## config.mk

```make
export PLATFORM = sky130hd
export DESIGN_NAME = disaggregator
export DESIGN_NICKNAME = d
export VERILOG_FILES = /design/src/rtl/disaggregator.sv
export SDC_FILE = /design/constraint.sdc
export NUM_CORES = 1
export LEC_CHECK = 0
export BUFFER_PORTS_ARGS = -buffer_cell sky130_fd_sc_hd__buf_2
export CORE_MARGIN = 2
export CORE_UTILIZATION = 30
export CTS_BUF_LIST = sky130_fd_sc_hd__clkbuf_8
export CTS_CLUSTER_DIAMETER = 200
export CTS_CLUSTER_SIZE = 28
export DETAILED_ROUTE_END_ITERATION = 10
export GPL_ROUTABILITY_DRIVEN = 0
export HOLD_SLACK_MARGIN = 0.05
export MAX_ROUTING_LAYER = met4
export SLEW_MARGIN = 20
export SYNTH_ARGS = -nofsm -noshare
export SYNTH_HDL_FRONTEND = slang
export SYNTH_SLANG_ARGS = --single-unit
```

## constraint.sdc

```tcl
create_clock -name clk -period 1.5 [get_ports clk]
set_input_delay 0 -clock clk [delete_from_list [all_inputs] [get_ports clk]]
set_output_delay 0 -clock clk [all_outputs]
set_load 0.005 [all_outputs]
```

## src/rtl/disaggregator.sv

```systemverilog
// Wide-to-narrow width converter: pops one FETCH_WIDTH*DATA_WIDTH word, emits FETCH_WIDTH narrow lanes.
// Optional: define DISAGGREGATOR_MSB_FIRST_EN to emit the highest lane first.
module disaggregator #(
  parameter int unsigned DATA_WIDTH  = 8,
  parameter int unsigned FETCH_WIDTH = 2
) (
  input  logic                              clk,
  input  logic                              rst,
  input  logic [FETCH_WIDTH*DATA_WIDTH-1:0] sender_data,
  input  logic                              sender_empty_n,
  output logic                              sender_deq,
  output logic [DATA_WIDTH-1:0]             receiver_data,
  input  logic                              receiver_full_n,
  output logic                              receiver_enq,
  output logic                              receiver_last
);

  localparam int unsigned CW = (FETCH_WIDTH > 1) ? $clog2(FETCH_WIDTH) : 1;
  localparam int unsigned WW = FETCH_WIDTH * DATA_WIDTH;

`ifdef DISAGGREGATOR_MSB_FIRST_EN
  localparam logic [CW-1:0] FIRST_LANE = CW'(FETCH_WIDTH - 1);
  localparam logic [CW-1:0] FINAL_LANE = '0;
`else
  localparam logic [CW-1:0] FIRST_LANE = '0;
  localparam logic [CW-1:0] FINAL_LANE = CW'(FETCH_WIDTH - 1);
`endif

  typedef enum logic {
    IDLE = 1'b0,
    SEND = 1'b1
  } state_t;

  state_t          state_q;
  logic [WW-1:0]   hold_q;
  logic [CW-1:0]   cnt_q;
  logic [CW-1:0]   cnt_next;
  logic            busy;

  assign busy          = (state_q == SEND);
  assign receiver_enq  = busy & receiver_full_n;
  assign receiver_last = receiver_enq & (cnt_q == FINAL_LANE);
  assign sender_deq    = ~rst & sender_empty_n & (~busy | receiver_last);
  assign receiver_data = hold_q[int'(cnt_q)*DATA_WIDTH +: DATA_WIDTH];

`ifdef DISAGGREGATOR_MSB_FIRST_EN
  assign cnt_next = cnt_q - CW'(1);
`else
  assign cnt_next = cnt_q + CW'(1);
`endif

  // Lane sequencer; a stalled receiver freezes all state so the presented lane stays stable.
  always_ff @(posedge clk or posedge rst) begin
    if (rst) begin
      state_q <= IDLE;
      hold_q  <= '0;
      cnt_q   <= '0;
    end else begin
      case (state_q)
        IDLE: begin
          if (sender_deq) begin
            hold_q  <= sender_data;
            cnt_q   <= FIRST_LANE;
            state_q <= SEND;
          end
        end
        SEND: begin
          if (receiver_last) begin
            if (sender_deq) begin
              hold_q <= sender_data;
              cnt_q  <= FIRST_LANE;
            end else begin
              cnt_q   <= '0;
              state_q <= IDLE;
            end
          end else if (receiver_enq) begin
            cnt_q <= cnt_next;
          end
        end
      endcase
    end
  end

endmodule

```

* Word-level counts from Yosys, hierarchy flattened
Index checks and enable logic that the tools add are counted.
** Storage, ports and cells
- Input bits :: 20
- Word-level logic and storage cells :: 26
- Output and inout bits :: 11
- Register bits :: 18
** Operators by class
- Eq/ne operators :: 3
- Add/subtract/negate cells :: 1
- Bitwise gates (word level) :: 7
- Reductions and logical operators :: 1
- Multiplexer cells :: 10
- Shift-type cells :: 1
** Operators by type and width (count)
- two-way mux 16 bit :: 2
- one-hot mux 16 bit (2 select lines) :: 1
- indexed part select 16 x 5 -> 8 bit :: 1
- two-way mux 1 bit :: 5
- bitwise AND 1 bit :: 4
- != test 2 bit (second input constant) :: 2
- one-hot mux 1 bit (2 select lines) :: 2
- != test 3 bit (second input constant) :: 1
- inverter 1 bit :: 2
- AND reduction 2 bit :: 1
- adder 1 bit (second input constant) :: 1
- OR 1 bit :: 1

* Depth between registers and ports, before layout
- Depth in word-level cells :: 7
- Gate-level depth with buffers :: 4
- Mapped depth without buffers :: 3

* Worst setup path before layout
Ideal clock, no wire load.
- Kind :: register to register
- Start point :: reg cnt_q
- End point :: reg hold_q[10]
- Required time :: 1375 ps
- Period minus slack after synthesis :: 1310 ps
- Stages on the path, launching flop included :: 5
- Arrival time :: 1185 ps
- Path slack :: 190 ps
- Library setup time :: 125 ps
- Buffers on the path :: 1
- Cell sequence :: dfrtp_1 -> nand2_1 -> a21oi_4 -> buf_12 -> mux2_4
** Between the ends
- Cells in the longest elaborated chain, start to end :: 6
- Elaborated cells on any way between the ends :: 7
- Those cells by class :: eq/ne: 1; mux: 3; bitwise: 3
** Ends and longest elaborated chain
- start, declared :: line 36 : logic [CW-1:0] cnt_q;
- start signal, assigned :: line 77 : cnt_q <= cnt_next;
- bitwise AND 1 bit * :: line 42 : assign receiver_last = receiver_enq & (cnt_q == FINAL_LANE);
- OR 1 bit * :: line 43 : assign sender_deq = ~rst & sender_empty_n & (~busy | receiver_last);
- bitwise AND 1 bit * :: line 43
- via sender_deq :: line 11 : output logic sender_deq,
- two-way mux 16 bit *
- two-way mux 16 bit
- one-hot mux 16 bit (2 select lines) *
- end signal, assigned :: line 62 : hold_q <= sender_data;
- end signal, assigned :: line 70 : hold_q <= sender_data;
- end, declared :: line 35 : logic [WW-1:0] hold_q;
Mark *: on every way through the listed nets, which the timed path passes. The rest lies on a longest branch. The select of a mux whose other input is x is not followed.
A chain may end at the register's enable or synchronous reset.

* Worst setup path in the final report
- Start point :: in rst
- End point :: reg hold_q[3]
** Between the ends
- Cells in the longest elaborated chain, start to end :: 6
** Ends and longest elaborated chain
- start, declared :: line 8 : input logic rst,
- inverter 1 bit * :: line 43
- bitwise AND 1 bit * (2 in a row) :: line 43
- two-way mux 16 bit *
- two-way mux 16 bit
- one-hot mux 16 bit (2 select lines) *
Mark *: on every way between the ends. The rest lies on a longest branch, timed or not. The select of a mux whose other input is x is not followed.

==> summary.md <==
| Metric | Value |
|---|---|
| Status | finished, final reports clean |
| Antenna violations before repair | 0 |
| Register area share after synthesis | 53.4% |
| Antenna Cells | 0 |
| Pleak | 0.610 nW |
| Die area | 3250 um^2 |
| RR Startpoint | cnt_q |
| Final net count | 128 |
| Core Area | 2710 um^2 |
| WL final | 1600 um |
| Worst-Margin Slew | 0.667 ns |
| VDD IR-drop max | 858 uV |
| Total power | 2.16 mW |
| Worst Path Class, Setup | input port to register |
| Final period util | 92.3% |
| P per Cell Area | 1710 nW/um^2 |
| Final setup fails | 0 |
| Cells on worst reg2reg path | 4 |
| Vias/cell | 4.41 |
| Global route overflow | 0 |
| Die height | 57.0 um |
| Worst hold start | sender_empty_n |
| TritonRoute pass-1 iters | 2 |
| H-tree depth | 1 |
| Chip width | 57.0 um |
| Vias in the first global route | 632 |
| # rows | 19 |
| Max-slew violation count | 0 |
| Hold Path Cell Cnt | 3 |
| First-pass GRT wire length | 2720 um |
| Synth warnings | 0 |
| Multi-input gate area | 360 um^2 |
| Largest net degree at the start of global routing | 19 |
| Fraction of layout cells with a size suffix above 1 | 57.9% |
| Via count | 609 |
| Number of CTS-inserted buffers | 3 |
| Clock root cell | clkbuf_8 |
| Post-Syn Nets | 75 |
| R2R setup slack | 0.24 ns |
| Sequential cell area | 450 um^2 |
| Crit path DAT | 1.52 ns |
| Core occupancy in the finished layout | 46.8% |
| Final Skew | 0.00348 ns |
| Cell count after synthesis | 55 |
| Minimum hold slack | 0.0714 ns |
| Starting Density | 31.1% |
| Clk_lat worst skew | 0.25 ns |
| CP Max Fanout | 12 |
| RSZ-0062 raised after global routing | no |
| Setup TNS | 0 ns |
| Min-Delay Path Class | input port to register |
| Final-report hold violation count | 0 |
| Total track usage | 11.2% |
| Hold Crit Endpoint | busy |
| CTS Buffer Depth | 2 |
| Reg-to-Reg End | hold_q[3] |
| Total I/O pin count | 31 |
| CTS Sinks | 18 |
| Post-DP Area | 1040 um^2 |
| DRC | 0 |
| Port Buffer Count | 30 |
| Slew margin rel. | 55.5% |
| CP Capture Type | register |
| Final ANT Viol Nets | 0 |
| Area growth, synth to finish | 50.3% |
| Max cap viols | 0 |
| Achievable frequency | 722 MHz |
| CTS tree | done |
| Reg clk slew, reported paths | 0.07 ns |
| Synthesized area | 843 um^2 |
| Final Instance Area | 1270 um^2 |
| CP required | 1.63 ns |
| WL/cell | 11.6 um |
| Post-CTS Setup Inserts | 0 |
| Number of DRC markers in iteration 0 | 3 |
| Minimum clock period | 1.38 ns |
| Distinct cells, synth | 12 |
| Syn avg cell area | 15.3 um^2 |
| #FFs+latches synth | 18 |
| Startpoint types | input port |
| Fillers | 273 |
-- state kept, by name, indices dropped and copies added (netlist names) --
signal  count
cnt_q       1
busy        1
hold_q     16
-- through the flow --
stage	worst slack, ns	std cells
6_report	0.116	138
5_1_grt	0.0771	138
4_1_cts	0.114	138
3_5_place_dp	0.239	117
3_3_place_gp	0.272	117
2_1_floorplan	0.190	55
-- worst max-delay path, stage by stage --
cell           delay, ns
dlygate4sd3_1       0.53
buf_2               0.12
nand2b_1            0.19
a21oi_4             0.17
buf_12              0.16
mux2_2              0.33
-- final cells by class --
type	instances	share of cell area, %
flip-flops and latches	18	35.5
multi-input cells	33	28.4
repair buffers	50	28.0
clock buffers	4	4.34
well taps	31	3.06
inverters	2	0.592
-- layer usage --
metal  vias to the layer above  routed length, um  GRT usage (%)  part of all wire, %
li1                        295                  -              -                    -
met1                       295                699           13.4                   44
met2                        17                831           18.4                   52
met3                         2                 58           2.27                  3.6
met4                         0                 14           4.98                 0.87
met5                         -                  0              -                    0
-- kinds of logic (layout without fill, tap and decap cells) --
family                 count (synthesis)  after routing  share of synthesized area (%)
AO/OA/AOI/OAI                          3              3                           3.41
buffers and inverters                  4             56                           3.86
flip-flops                            18             18                           53.4
multiplexers                          24             24                           36.1
AND/OR/NAND/NOR                        6              6                           3.26
-- cell usage in the layout, fill, tap and decap left out, drive strengths merged --
cell / netlist / layout
buf: 2 / 33
mux2: 24 / 24
dfrtp: 18 / 18
dlygate4sd3: 0 / 17
nand2: 4 / 4
clkbuf: 0 / 4
inv: 2 / 2
nand2b: 1 / 1
a21oi: 1 / 1
o211ai: 1 / 1
o21ai: 1 / 1
and3: 1 / 1
-- worst max-delay path by stage --
stage	from	end	slack (ns)	cells past startpoint
floorplan	cnt_q	hold_q[10]	0.19	4
global placement	cnt_q	hold_q[4]	0.27	4
detailed placement	cnt_q	hold_q[3]	0.24	4
CTS	rst	hold_q[3]	0.11	6
global route	rst	hold_q[13]	0.08	6
finish	rst	hold_q[3]	0.12	6
-- cell usage after synthesis, drive strengths merged --
cell | count | area share, %
mux2 | 24 | 36
dfrtp | 18 | 53
nand2 | 4 | 1.8
buf | 2 | 3.0
inv | 2 | 0.89
a21oi | 1 | 1.9
and3 | 1 | 0.74
nand2b | 1 | 0.74
o211ai | 1 | 0.89
o21ai | 1 | 0.59
-- power by group --
group          total, mW  switching [mW]  leakage (nW)  internal (mW)
clock network      0.382           0.149        0.0288          0.233
logic              0.920           0.307         0.370          0.613
registers          0.861           0.132         0.212          0.729
-- what timing repair did --
| action | in CTS | in global routing |
|---|---|---|
| setup endpoints to repair | 0 | 0 |
| hold buffers | 17 | 0 |
| gates resized for setup | 0 | 0 |
| endpoints found under the hold margin | 34 | 0 |
(Power assumes the default switching activity.)
